`config.mk`:
```
export PLATFORM = sky130hd
export DESIGN_NAME = sim_run_controller_flat
export DESIGN_NICKNAME = d
export VERILOG_FILES = /design/src/rtl/sim_run_controller_if.sv /design/src/rtl/sim_run_controller.sv /design/src/flat_wrapper.sv
export SDC_FILE = /design/constraint.sdc
export NUM_CORES = 1
export LEC_CHECK = 0
export ABC_CLOCK_PERIOD_IN_PS = 3300
export CAP_MARGIN = 5
export CORE_ASPECT_RATIO = 1.4
export CORE_MARGIN = 4
export CORE_UTILIZATION = 52
export CTS_BUF_LIST = sky130_fd_sc_hd__clkbuf_8 sky130_fd_sc_hd__clkbuf_16
export CTS_CLUSTER_SIZE = 8
export DETAILED_ROUTE_END_ITERATION = 10
export GPL_TIMING_DRIVEN = 0
export PLACE_DENSITY = 0.87
export SYNTH_ARGS = -nofsm -noshare
export SYNTH_HDL_FRONTEND = slang
export SYNTH_SLANG_ARGS = --single-unit
```
`constraint.sdc`:
```
create_clock -name InputClk -period 3.3 [get_ports InputClk]
set_input_delay 0.33 -clock InputClk [delete_from_list [all_inputs] [get_ports InputClk]]
set_output_delay 0.33 -clock InputClk [all_outputs]
set_load 0.02 [all_outputs]
```
`src/rtl/sim_run_controller_if.sv`:
```
// Command and status bundle between a bench harness and the run sequencer.
// The master side issues start/abort and reports core halts; the slave side sequences the run.
interface sim_run_controller_if #(
    parameter int N_CORES = 2,
    parameter int CNT_W   = 32
);
    logic                       start;
    logic                       abort;
    logic [N_CORES-1:0]         core_halt;
    logic [N_CORES-1:0]         core_rst;
    logic                       running;
    logic                       done;
    logic                       timeout;
    logic                       aborted;
    logic [N_CORES-1:0]         halted_mask;
    logic [N_CORES*CNT_W-1:0]   cycles_bus;
    logic [CNT_W-1:0]           total_cycles;

    modport master (
        output start, abort, core_halt,
        input  core_rst, running, done, timeout, aborted,
               halted_mask, cycles_bus, total_cycles
    );

    modport slave (
        input  start, abort, core_halt,
        output core_rst, running, done, timeout, aborted,
               halted_mask, cycles_bus, total_cycles
    );
endinterface

```
`src/rtl/sim_run_controller.sv`:
```
// Run sequencer for cores under test: holds core reset, runs the cores, and
// records per-core cycle counts until all halt, the budget expires, or an abort.
module sim_run_controller #(
    parameter int N_CORES      = 2,
    parameter int RESET_CYCLES = 4,
    parameter int MAX_CYCLES   = 1000,
    parameter int CNT_W        = 32
) (
    input logic                  InputClk,
    input logic                  rst,
    sim_run_controller_if.slave  bus
);

    typedef enum logic [1:0] {
        IDLE,
        RESET_HOLD,
        RUN,
        DONE
    } RunState;

    localparam int HOLD_W = (RESET_CYCLES > 1) ? $clog2(RESET_CYCLES) : 1;
    localparam logic [HOLD_W-1:0] HOLD_LAST   = HOLD_W'(RESET_CYCLES - 1);
    localparam logic [CNT_W-1:0]  BUDGET_LAST = CNT_W'(MAX_CYCLES - 1);

    RunState               state;
    logic [HOLD_W-1:0]     holdCnt;
    logic [N_CORES-1:0]    coreRstReg;
    logic                  runningReg;
    logic                  doneReg;
    logic                  timeoutReg;
    logic                  abortedReg;
    logic [N_CORES-1:0]    haltedMask;
    logic [CNT_W-1:0]      cycleCnt [N_CORES];
    logic [CNT_W-1:0]      totalCnt;

    logic [N_CORES-1:0]    nextMask;
    logic                  allHalted;
    logic                  runEnds;
    logic [N_CORES*CNT_W-1:0] cyclesFlat;

    // Halts seen this cycle already count toward "all halted".
    always_comb begin
        nextMask  = haltedMask | bus.core_halt;
        allHalted = &nextMask;
        runEnds   = allHalted || bus.abort || (totalCnt == BUDGET_LAST);
    end

    always_comb begin
        cyclesFlat = '0;
        for (int i = 0; i < N_CORES; i++) begin
            cyclesFlat[i*CNT_W +: CNT_W] = cycleCnt[i];
        end
    end

    always_ff @(posedge InputClk) begin
        if (rst) begin
            state      <= IDLE;
            holdCnt    <= '0;
            coreRstReg <= '1;
            runningReg <= 1'b0;
            doneReg    <= 1'b0;
            timeoutReg <= 1'b0;
            abortedReg <= 1'b0;
            haltedMask <= '0;
            totalCnt   <= '0;
            for (int i = 0; i < N_CORES; i++) begin
                cycleCnt[i] <= '0;
            end
        end else begin
            case (state)
                IDLE, DONE: begin
                    if (bus.start) begin
                        state      <= RESET_HOLD;
                        holdCnt    <= '0;
                        doneReg    <= 1'b0;
                        timeoutReg <= 1'b0;
                        abortedReg <= 1'b0;
                        haltedMask <= '0;
                        totalCnt   <= '0;
                        for (int i = 0; i < N_CORES; i++) begin
                            cycleCnt[i] <= '0;
                        end
                    end
                end

                RESET_HOLD: begin
                    if (holdCnt == HOLD_LAST) begin
                        state      <= RUN;
                        coreRstReg <= '0;
                        runningReg <= 1'b1;
                    end else begin
                        holdCnt <= holdCnt + 1'b1;
                    end
                end

                RUN: begin
                    totalCnt   <= totalCnt + 1'b1;
                    haltedMask <= nextMask;
                    // A core's count includes its halt cycle and then freezes.
                    for (int i = 0; i < N_CORES; i++) begin
                        if (!haltedMask[i]) begin
                            cycleCnt[i] <= cycleCnt[i] + 1'b1;
                        end
                    end
                    if (runEnds) begin
                        state      <= DONE;
                        coreRstReg <= '1;
                        runningReg <= 1'b0;
                        doneReg    <= 1'b1;
                        abortedReg <= !allHalted && bus.abort;
                        timeoutReg <= !allHalted && !bus.abort;
                    end
                end

                default: begin
                    state <= IDLE;
                end
            endcase
        end
    end

    assign bus.core_rst     = coreRstReg;
    assign bus.running      = runningReg;
    assign bus.done         = doneReg;
    assign bus.timeout      = timeoutReg;
    assign bus.aborted      = abortedReg;
    assign bus.halted_mask  = haltedMask;
    assign bus.cycles_bus   = cyclesFlat;
    assign bus.total_cycles = totalCnt;

endmodule

```
`src/flat_wrapper.sv`:
```
// flat-port wrapper written by rule: the top's interface ports become plain ports
module sim_run_controller_flat 
#(
    parameter int N_CORES      = 2,
    parameter int RESET_CYCLES = 4,
    parameter int MAX_CYCLES   = 1000,
    parameter int CNT_W        = 32
)
  (InputClk, rst, bus_start, bus_abort, bus_core_halt, bus_core_rst, bus_running, bus_done, bus_timeout, bus_aborted, bus_halted_mask, bus_cycles_bus, bus_total_cycles);
  sim_run_controller_if #(.N_CORES(N_CORES), .CNT_W(CNT_W)) bus_i ();
  input logic InputClk;
  input logic rst;
  input wire logic [$bits(bus_i.start)-1:0] bus_start;
  input wire logic [$bits(bus_i.abort)-1:0] bus_abort;
  input wire logic [$bits(bus_i.core_halt)-1:0] bus_core_halt;
  output wire logic [$bits(bus_i.core_rst)-1:0] bus_core_rst;
  output wire logic [$bits(bus_i.running)-1:0] bus_running;
  output wire logic [$bits(bus_i.done)-1:0] bus_done;
  output wire logic [$bits(bus_i.timeout)-1:0] bus_timeout;
  output wire logic [$bits(bus_i.aborted)-1:0] bus_aborted;
  output wire logic [$bits(bus_i.halted_mask)-1:0] bus_halted_mask;
  output wire logic [$bits(bus_i.cycles_bus)-1:0] bus_cycles_bus;
  output wire logic [$bits(bus_i.total_cycles)-1:0] bus_total_cycles;
  assign bus_i.start = bus_start;
  assign bus_i.abort = bus_abort;
  assign bus_i.core_halt = bus_core_halt;
  assign bus_core_rst = bus_i.core_rst;
  assign bus_running = bus_i.running;
  assign bus_done = bus_i.done;
  assign bus_timeout = bus_i.timeout;
  assign bus_aborted = bus_i.aborted;
  assign bus_halted_mask = bus_i.halted_mask;
  assign bus_cycles_bus = bus_i.cycles_bus;
  assign bus_total_cycles = bus_i.total_cycles;
  sim_run_controller #(.N_CORES(N_CORES), .RESET_CYCLES(RESET_CYCLES), .MAX_CYCLES(MAX_CYCLES), .CNT_W(CNT_W)) u_core (.InputClk(InputClk), .rst(rst), .bus(bus_i));
endmodule
```
==> results of run 1 <==
where the power goes:
part | switching, mW | internal, mW | total [mW]
clock | 0.497 | 0.516 | 1.01
combinational | 1.00 | 0.811 | 1.81
sequential | 0.440 | 1.83 | 2.27
layout make-up:
type                            instances  area share
Clock inverter                          7     0.00727
Multi-Input combinational cell        418       0.365
Tap cell                              138      0.0245
Clock buffer                            9      0.0319
Sequential cell                       107       0.394
Inverter                               11     0.00585
Timing Repair Buffer                  112       0.158
Buffer                                 22      0.0135
stage by stage:
step,TNS (ns),instances,cell area [sq um],util,power (mW)
3_5_place_dp,0,808,6780,0.655,4.11
6_report,0,824,7060,0.682,5.10
3_3_place_gp,-9.64,805,6760,0.653,4.03
4_1_cts,0,824,7060,0.682,5.11
2_1_floorplan,0,558,5490,-,3.20
5_1_grt,0,824,7060,0.682,5.35
cell families (layout without fill, tap and decap cells):
group                    after synthesis  in the layout
AND/OR/NAND/NOR                      291            291
multiplexers                           2              2
adder cells (fa/ha/maj)                7              7
XOR/XNOR                              82             82
flip-flops                           107            107
AO/OA/AOI/OAI                         36             36
buffers and inverters                 33            161
final timing paths:
check,to,slack [ns]
max,u_core.bus.total_cycles[16],0.75
min,u_core.bus.aborted,0.48
max reg2reg,u_core.bus.total_cycles[16],0.75
min reg2reg,u_core.bus.aborted,0.48
per-layer routing:
metal	up-vias	GRT usage
met5	-	0
met4	0	0.100
met3	28	0.0401
met2	209	0.413
met1	2276	0.282
li1	2245	-
state kept, by name (all words and copies together), names as in the netlist:
signal and flops:
u_core.cycleCnt 64, u_core.bus.total_cycles 32, u_core.bus.halted_mask 2, u_core.holdCnt 2
u_core.state 2, u_core.bus.aborted 1, u_core.bus.core_rst 1, u_core.bus.done 1
u_core.bus.running 1, u_core.bus.timeout 1
placed cells by master, fill, tap and decap left out, drive strengths merged, types with 3 or more instances in the layout:
master	Yosys	layout
a21oi	14	14
and2	5	5
and3	12	12
and4	10	10
buf	9	12
clkbuf	13	22
clkdlybuf4s50	0	109
clkinv	0	3
dfxtp	43	43
edfxtp	64	64
ha	7	7
inv	11	13
nand2	27	27
nand2b	4	4
nand3	41	41
nand4	42	42
nor2	108	108
nor3	9	9
nor3b	3	3
nor4	11	11
o21ai	9	9
or2	3	3
or3	7	7
or4	4	4
xnor2	17	17
xor2	65	65
synthesized netlist by cell type (all sizes together), types with 3 or more instances:
master	count
o21ai	9
edfxtp	64
or3	7
nand4	42
clkbuf	13
nor4	11
or2	3
nand2	27
xnor2	17
nand3	41
nor3	9
nor2	108
and2	5
and4	10
ha	7
buf	9
xor2	65
dfxtp	43
nand2b	4
or4	4
a21oi	14
inv	11
and3	12
nor3b	3
worst max-delay path: cells and delay by family, from the launching register on:
family                     cells  cell delay, ns
AOI/OAI and AO/OA              1            0.29
adders and majority gates      1            0.35
buffers and inverters          5            0.95
DFF                            1            0.36
and+or+nand+nor                3            0.49
==> out/qor.yml, run 1 <==
placed_design:
  post-dp-hpwl_mm: 10.4
  place_congestion: 0.879
  dp_slack_ns: 0.759
  port_buffers: 109
power:
  peakVddDrop_v: 0.000397
  power.leakage_nw: 2.38
  power_density_mw_per_mm2: 723
sta:
  slew_violations: 0
  fin_ws_ns: 0.749
  rsz0062_at_grt: "false"
  period_minus_slack_ns: 2.55
  final_hold_viol_count: 0
  worst_pin_slew_ns: 0.887
  fmax_mhz: 392
  timing.hold.ws_ns: 0.480
  skew_ns: 0.00864
  slew_headroom: 0.404
  finalCritPeriodShare: 0.773
  setup_viol: 0
clock_tree:
  clock_path_buffers: 2
  cts-root-buf: "clkbuf_16"
  cts_buffers: 9
  clk_pin_slew_ns: 0.07
  clkSinkCount: 107
  h-tree-depth: 3
  cts_tree: "done"
  cts_setup_buffers: 0
  cts-resized-gates: 0
  clkLatencyLatePin_ns: 0.35
  holdBufCountCts: 0
min_path:
  hp-start: "u_core.bus.aborted"
  holdPathStages: 2
  holdCritPathClass: "reg2reg"
logic_synthesis:
  synth_top_family_by_area: "simple AND/OR/NAND/NOR gates"
  seq_area_frac_synth: 0.506
  synth_top_area_frac: 0.350
  synthAdderAreaFrac: 0.0159
  synth_xor_area_frac: 0.131
  yosys_warnings: 0
  syn_nets: 571
  synthMuxAreaShare: 0.00410
  ys_top_cells_by_area: "edfxtp_1 (35%), dfxtp_1 (16%), xor2_1 (10%)"
  avgSynthCellArea_sq_um: 9.85
  syn_inst: 558
  yosysTopAreaCell: "edfxtp_1"
  synth-edff-count: 64
  synth_ff_type: "edfxtp_1"
  async_reset_ff_frac: 0
  synth_seq_cells: 107
  ys_types: 48
  synth_area_sq_mm: 0.00549
  synth_compound_area_frac: 0.0396
  synth-simple-area-share: 0.278
worst_setup_path:
  crit_top_cell: "buf_2"
  rr_startpoint: "u_core.state[0]"
  required_ns: 3.54
  worstSetupStartpoint: "u_core.state[0]"
  cp.arrival_ns: 2.79
  criticalPathCategory: "reg2reg"
  cp-start-kind: "register"
  end_kind: "register"
  slowest_delay_ns: 0.36
  worstPathCellList: "inv_1 -> ha_1 -> nor2b_1 -> buf_2 -> or2_2 -> buf_2 -> o21ai_1 -> buf_2 -> buf_2 -> nor2_1"
  crit_fanout: 10
  reg2reg_depth: 10
  slowest_stage: "dfxtp_1"
detailed_routing:
  num_vias: 4758
  detail_route.iter0.violations: 279
  drc: 0
  highest_layer: "met4"
  wl_met2_mm: 7.49
  postRouteAntennaNets: 0
  wl_per_cell_um: 17.2
  routed_via_density: 5.77
  wl_met3_um: 875
  met1_length_mm: 5.53
  drt-total-wl_mm: 14.2
  drt_first_pass_iters: 5
finish:
  syn2layout_area_growth_pct: 28.5
  nFillCells: 802
  drive_gt1_frac: 0.0569
  multi_input_area_sq_mm: 0.00258
  n_antenna_cell: 0
  regArea_sq_mm: 0.00278
  fin_nets: 694
global_route:
  grt_pass1_wl_mm: 22.9
  grt_overflow: 0
  grt_pass1_vias: 4769
  grt_usage: 0.235
  antenna_found_initial: 0
  grt_max_degree: 33
floorplanning:
  ioPinCount: 110
  die_w_um: 94.9
  dieArea_sq_mm: 0.0123
  num_rows: 44
  die_h_um: 130
  core_sq_mm: 0.0103
  start_util: 0.531
run_status:
  status: "completed"
job:
  maxCapViolations: 0
No activity file was read; power rests on OpenSTA's default activity.
==> inputs of run 2 (changes only) <==
--- a/config.mk
+++ b/config.mk
@@ -5,7 +5,7 @@
 export SDC_FILE = /design/constraint.sdc
 export NUM_CORES = 1
 export LEC_CHECK = 0
-export ABC_CLOCK_PERIOD_IN_PS = 3300
+export ABC_CLOCK_PERIOD_IN_PS = 2400
 export CAP_MARGIN = 5
 export CORE_ASPECT_RATIO = 1.4
 export CORE_MARGIN = 4
==> constraint.sdc (replaced) <==
create_clock -name InputClk -period 2.4 [get_ports InputClk]
set_input_delay 0.24 -clock InputClk [delete_from_list [all_inputs] [get_ports InputClk]]
set_output_delay 0.24 -clock InputClk [all_outputs]
set_load 0.02 [all_outputs]
==> run 2 against run 1 <==
Non-clock buffer count grew 2; global-route usage shrank 0.45 points; first-iteration DRC count grew 9.3%; setup slack lost 0.61 ns.
==> out/qor.yml, run 2 (synthesized netlist as in run 1, its figures left out) <==
global_route:
  grt_max_degree: 33  # unchanged
  grt_pass1_vias: 4687  # -1.7%
  grt_pass1_wl_mm: 22.5  # -1.6%
  antenna_found_initial: 0  # unchanged
  grt_usage: 0.231  # -0.00449
  grt_overflow: 0  # unchanged
sta:
  rsz0062_at_grt: "false"
  period_minus_slack_ns: 2.26  # -0.290 ns
  finalCritPeriodShare: 0.942  # +0.169
  finalSetupTns_ns: 0  # unchanged
  slew_headroom: 0.394  # -0.0102
  worst_pin_slew_ns: 0.903  # +0.0152 ns
  fin_ws_ns: 0.139  # -0.610 ns
  fmax_mhz: 442  # +13%
  slew_violations: 0  # unchanged
  final_hold_viol_count: 0  # unchanged
  setup_viol: 0  # unchanged
  skew_ns: 0.00850  # -0.000138 ns
detailed_routing:
  num_vias: 4779  # +0.44%
  drt-total-wl_mm: 13.8  # -2.5%
  wl_per_cell_um: 16.8  # -2.7%
  routed_via_density: 5.79  # +0.20%
  postRouteAntennaNets: 0  # unchanged
  detail_route.iter0.violations: 305  # +9.3%
  drc: 0  # unchanged
  drt_first_pass_iters: 5  # unchanged
floorplanning:
  die_w_um: 94.9  # unchanged
  dieArea_sq_mm: 0.0123  # unchanged
  start_util: 0.531  # unchanged
  num_rows: 44  # unchanged
  die_h_um: 130  # unchanged
  ioPinCount: 110  # unchanged
  core_sq_mm: 0.0103  # unchanged
finish:
  multi_input_area_sq_mm: 0.00260  # +0.97%
  final_cell_mix: "clkdlybuf4s50_1 (109), nor2_1 (107), xor2_1 (65)"
  fin_nets: 696  # +0.29%
  nFillCells: 809  # +0.87%
  n_antenna_cell: 0  # unchanged
  fin_util: 0.695  # +0.0133
  drive_gt1_frac: 0.0741  # +0.0173
  regArea_sq_mm: 0.00278  # about the same
  instances_no_fill: 826  # +0.24%
  final_common_cell: "clkdlybuf4s50_1"
  syn2layout_area_growth_pct: 31.0
  largest_reg_flops: 64  # unchanged
  regMostFlops: "u_core.cycleCnt"
run_status:
  status: "completed"
placed_design:
  dp_slack_ns: -0.105  # -0.864 ns
  post-dp-hpwl_mm: 10.2  # -1.7%
  port_buffers: 109  # unchanged
  placed_cells: 808  # unchanged
  place_congestion: 0.873  # -0.71%
clock_tree:
  h-tree-depth: 3  # unchanged
  holdBufCountCts: 0  # unchanged
  clock_path_buffers: 2  # unchanged
  clkSinkCount: 107  # unchanged
  clk_pin_slew_ns: 0.07  # about the same
  cts_buffers: 9  # unchanged
  cts-root-buf: "clkbuf_16"
  clkLatencyLatePin_ns: 0.35  # about the same
  cts_tree: "done"
power:
  power_density_mw_per_mm2: 1020  # +42%
  peakVddDrop_v: 0.000418  # +5.3%
  power.leakage_nw: 2.46  # +3.0%
worst_setup_path:
  criticalPathCategory: "reg2reg"
  reg2reg_depth: 10  # unchanged
  end_kind: "register"
  cp-start-kind: "register"
  rrSetupSlack_ns: 0.14  # -0.61 ns
  crit_fanout: 10  # unchanged
  required_ns: 2.64  # -0.90 ns
  cp.arrival_ns: 2.50  # -0.29 ns
job:
  maxCapViolations: 0  # unchanged
min_path:
  holdPathStages: 2  # unchanged
  holdCritPathClass: "reg2reg"
[run 2: cell count changes in the layout (fill, tap and decap cells not counted), moves of 2 or more]
cell       delta
inv_1         -2
clkinv_1      -2
buf_4         +2
bufinv_16     +3
buf_2         -3
clkbuf_1      -2
clkbuf_4      +2
[run 2: power by group]
group	switching [mW]	internal (mW)
logic	1.39	1.14
registers	0.595	2.52
clock network	0.689	1.03
total	2.68	4.70
[run 2: cell type report]
type | count | share of cell area
Clock inverter | 7 | 0.0170
Multi-Input combinational cell | 418 | 0.362
Tap cell | 138 | 0.0240
Buffer | 22 | 0.0158
Clock buffer | 9 | 0.0313
Inverter | 11 | 0.00609
Sequential cell | 107 | 0.387
Timing Repair Buffer | 114 | 0.157
[run 2: per-layer routing]
metal	global-route usage	share of wire	vias to the layer above
met1	0.262	0.38	2300
met3	0.0366	0.059	31
met2	0.418	0.53	196
met4	0.110	0.030	0
met5	0	0	-
li1	-	-	2252
[run 2: through the flow]
| step | hold slack [ns] | power (mW) | cell area (sq um) |
|---|---|---|---|
| floorplan | 0.381 | 4.42 | 5510 |
| global placement | 0.470 | 5.54 | 6780 |
| detailed placement | 0.473 | 5.66 | 6800 |
| CTS | 0.486 | 7.38 | 7160 |
| global route | 0.516 | 7.72 | 7200 |
| finish | 0.486 | 7.37 | 7200 |
[run 2: timing repair]
action,CTS,global route
resized for setup,1,8
pin swaps,0,1
setup buffers,0,2
setup endpoints to repair,10,24
cloned,0,0
hold endpoints to repair,0,0
[run 2: final timing paths]
check                     startpoint                          end
setup / recovery     u_core.state[0]  u_core.bus.total_cycles[14]
hold / removal    u_core.bus.timeout           u_core.bus.timeout
setup reg to reg     u_core.state[0]  u_core.bus.total_cycles[14]
hold reg to reg   u_core.bus.timeout           u_core.bus.timeout
[run 2: critical path: stages (launching register included)]
cell	delay [ns]
dfxtp_2	0.35
inv_2	0.05
ha_2	0.31
nor2b_1	0.14
buf_2	0.17
or2_2	0.28
buf_2	0.19
o21ai_4	0.19
buf_4	0.21
clkbuf_4	0.22
nor2_1	0.06
==> inputs of run 3 (changes only) <==
--- a/config.mk
+++ b/config.mk
@@ -14,7 +14,7 @@
 export CTS_CLUSTER_SIZE = 8
 export DETAILED_ROUTE_END_ITERATION = 10
 export GPL_TIMING_DRIVEN = 0
-export PLACE_DENSITY = 0.87
+export PLACE_DENSITY = 0.81
 export SYNTH_ARGS = -nofsm -noshare
 export SYNTH_HDL_FRONTEND = slang
 export SYNTH_SLANG_ARGS = --single-unit
==> run 3 against run 2 <==
Wire length down 0.53%; cell area down 0.57%; cell count unchanged; clock skew about the same; combinational power about the same; global-route usage down 0.41 points; via count down 2.1%; flip-flop and latch count unchanged; power down 2.6%; clock-buffer cell count up 1; clock power down 11%.
==> out/qor.yml, run 3 (synthesized netlist as in run 1, its figures left out) <==
global_route:
  grt_pass1_wl_mm: 22.2  # -1.7%
  grtUsageMet2: 0.403  # -0.0145
  met3_usage: 0.0517  # +0.0151
  grt.busiest_layer: "met2"
  grt_usage: 0.227  # -0.00412
  grt_overflow: 0  # unchanged
  antenna_found_initial: 0  # unchanged
  grt_pass1_vias: 4615  # -1.5%
  grt_max_degree: 33  # unchanged
  met1_usage: 0.269  # +0.00686
placed_design:
  port_buffers: 109  # unchanged
  post-dp-hpwl_mm: 9.97  # -2.4%
  placed_cells: 808  # unchanged
  place_congestion: 0.869  # -0.50%
power:
  peakVddDrop_v: 0.000507  # +21%
  power_density_mw_per_mm2: 1000  # -2.0%
  power_mw: 7.18  # -2.6%
  power.leakage_nw: 2.45  # about the same
worst_setup_path:
  worstPathCellList: "nand3_1 -> nor3_1 -> nand4_1 -> xor2_1 -> nor2_1"
  rr_startpoint: "u_core.cycleCnt[0][34]"
  end_kind: "register"
  criticalPathCategory: "reg2reg"
  rrSetupSlack_ns: 0.09  # -0.05 ns
  worstSetupStartpoint: "u_core.cycleCnt[0][34]"
  endpoint: "u_core.cycleCnt[0][61]"
  cp.arrival_ns: 2.39  # -0.11 ns
  slowest_delay_ns: 0.80  # +0.45 ns
  worstReg2RegEnd: "u_core.cycleCnt[0][61]"
  crit_fanout: 8  # -2
  required_ns: 2.48  # -0.16 ns
  slowest_stage: "nor3_1"
  reg2reg_depth: 5  # -5
  cp-start-kind: "register"
detailed_routing:
  drc: 0  # unchanged
  drt_first_pass_iters: 5  # unchanged
  wl_per_cell_um: 16.7  # -0.53%
  detail_route.iter0.violations: 205  # -33%
  num_vias: 4680  # -2.1%
  routed_via_density: 5.67  # -2.1%
  postRouteAntennaNets: 0  # unchanged
  drt-total-wl_mm: 13.8  # -0.53%
finish:
  fin_nets: 696  # unchanged
  final_cell_mix: "clkdlybuf4s50_1 (109), nor2_1 (107), xor2_1 (65)"
  largest_reg_flops: 64  # unchanged
  regMostFlops: "u_core.cycleCnt"
  regArea_sq_mm: 0.00278  # unchanged
  n_antenna_cell: 0  # unchanged
  instances_no_fill: 826  # unchanged
  drive_gt1_frac: 0.0727  # -0.00145
  multi_input_area_sq_mm: 0.00259  # -0.29%
  nFillCells: 803  # -0.74%
  syn2layout_area_growth_pct: 30.2
  final_common_cell: "clkdlybuf4s50_1"
sta:
  rsz0062_at_grt: "false"
  setup_viol: 0  # unchanged
  slew_headroom: 0.337  # -0.0563
  final_hold_viol_count: 0  # unchanged
  timing.hold.ws_ns: 0.498  # +0.0121 ns
  skew_ns: 0.00847  # -0.0000321 ns
  slew_violations: 0  # unchanged
  period_minus_slack_ns: 2.31  # +0.0462 ns
  finalCritPeriodShare: 0.961  # +0.0193
  fmax_mhz: 433  # -2.0%
  worst_pin_slew_ns: 0.986  # +0.0838 ns
job:
  maxCapViolations: 0  # unchanged
clock_tree:
  cts_tree: "done"
  cts-root-buf: "clkbuf_16"
  clkLatencyLatePin_ns: 0.34  # about the same
  clk_pin_slew_ns: 0.07  # about the same
  cts_buffers: 9  # unchanged
  clkSinkCount: 107  # unchanged
  clock_path_buffers: 2  # unchanged
  h-tree-depth: 3  # unchanged
floorplanning:
  die_w_um: 94.9  # unchanged
  core_sq_mm: 0.0103  # unchanged
  dieArea_sq_mm: 0.0123  # unchanged
  die_h_um: 130  # unchanged
  ioPinCount: 110  # unchanged
  num_rows: 44  # unchanged
  start_util: 0.531  # unchanged
run_status:
  status: "completed"
min_path:
  holdCritPathClass: "reg2reg"
[run 3: cell type report]
| type | instances | share of cell area |
|---|---|---|
| Sequential cell | 107 | 0.389 |
| Multi-Input combinational cell | 418 | 0.363 |
| Timing Repair Buffer | 114 | 0.158 |
| Clock buffer | 10 | 0.0350 |
| Tap cell | 138 | 0.0241 |
| Buffer | 22 | 0.0164 |
| Clock inverter | 6 | 0.00839 |
| Inverter | 11 | 0.00612 |
[run 3: critical path, delay by kind of cell, from the launching register on]
kind / cells / cell delay [ns]
xor gates and xnor gates: 1 / 0.27
DFF: 1 / 0.43
and+or+nand+nor: 4 / 1.34
[run 3: stage by stage]
step | instance area (sq um) | TNS, ns | util | setup slack, ns
CTS | 7120 | 0 | 0.688 | 0.0217
global placement | 6780 | -53.35 | 0.655 | -1.14
finish | 7150 | 0 | 0.691 | 0.0929
detailed placement | 6800 | -2.01 | 0.657 | -0.0781
floorplan | 5510 | -12.95 | - | -0.405
global route | 7150 | 0 | 0.691 | 0.0141
[run 3: routing by layer]
metal / wire length [um] / share of wire / vias up
met4: 247 / 0.018 / 0
met2: 7340 / 0.53 / 162
li1: - / - / 2248
met1: 5440 / 0.39 / 2251
met5: 0 / 0 / -
met3: 740 / 0.054 / 19
[run 3: power by group]
group	switching, mW	internal (mW)	leakage (nW)
Combinational	1.39	1.15	1.25
Clock	0.658	0.872	0.160
Sequential	0.591	2.52	1.05
[run 3: worst min path at each step]
stage,start,to,cells after the start
floorplan,bus_core_halt[0],u_core.bus.halted_mask[0],2
global placement,u_core.bus.timeout,u_core.bus.timeout,2
detailed placement,u_core.bus.timeout,u_core.bus.timeout,2
CTS,u_core.bus.timeout,u_core.bus.timeout,2
finish,u_core.bus.timeout,u_core.bus.timeout,2
global route,u_core.bus.running,u_core.bus.running,1
[run 3: what timing repair did]
action / 4_1_cts / 5_1_grt
buffers inserted: 0 / 2
resized for setup: 1 / 7
endpoints found under the setup margin: 10 / 23
pin swaps: 0 / 1
hold buffers: 0 / 0
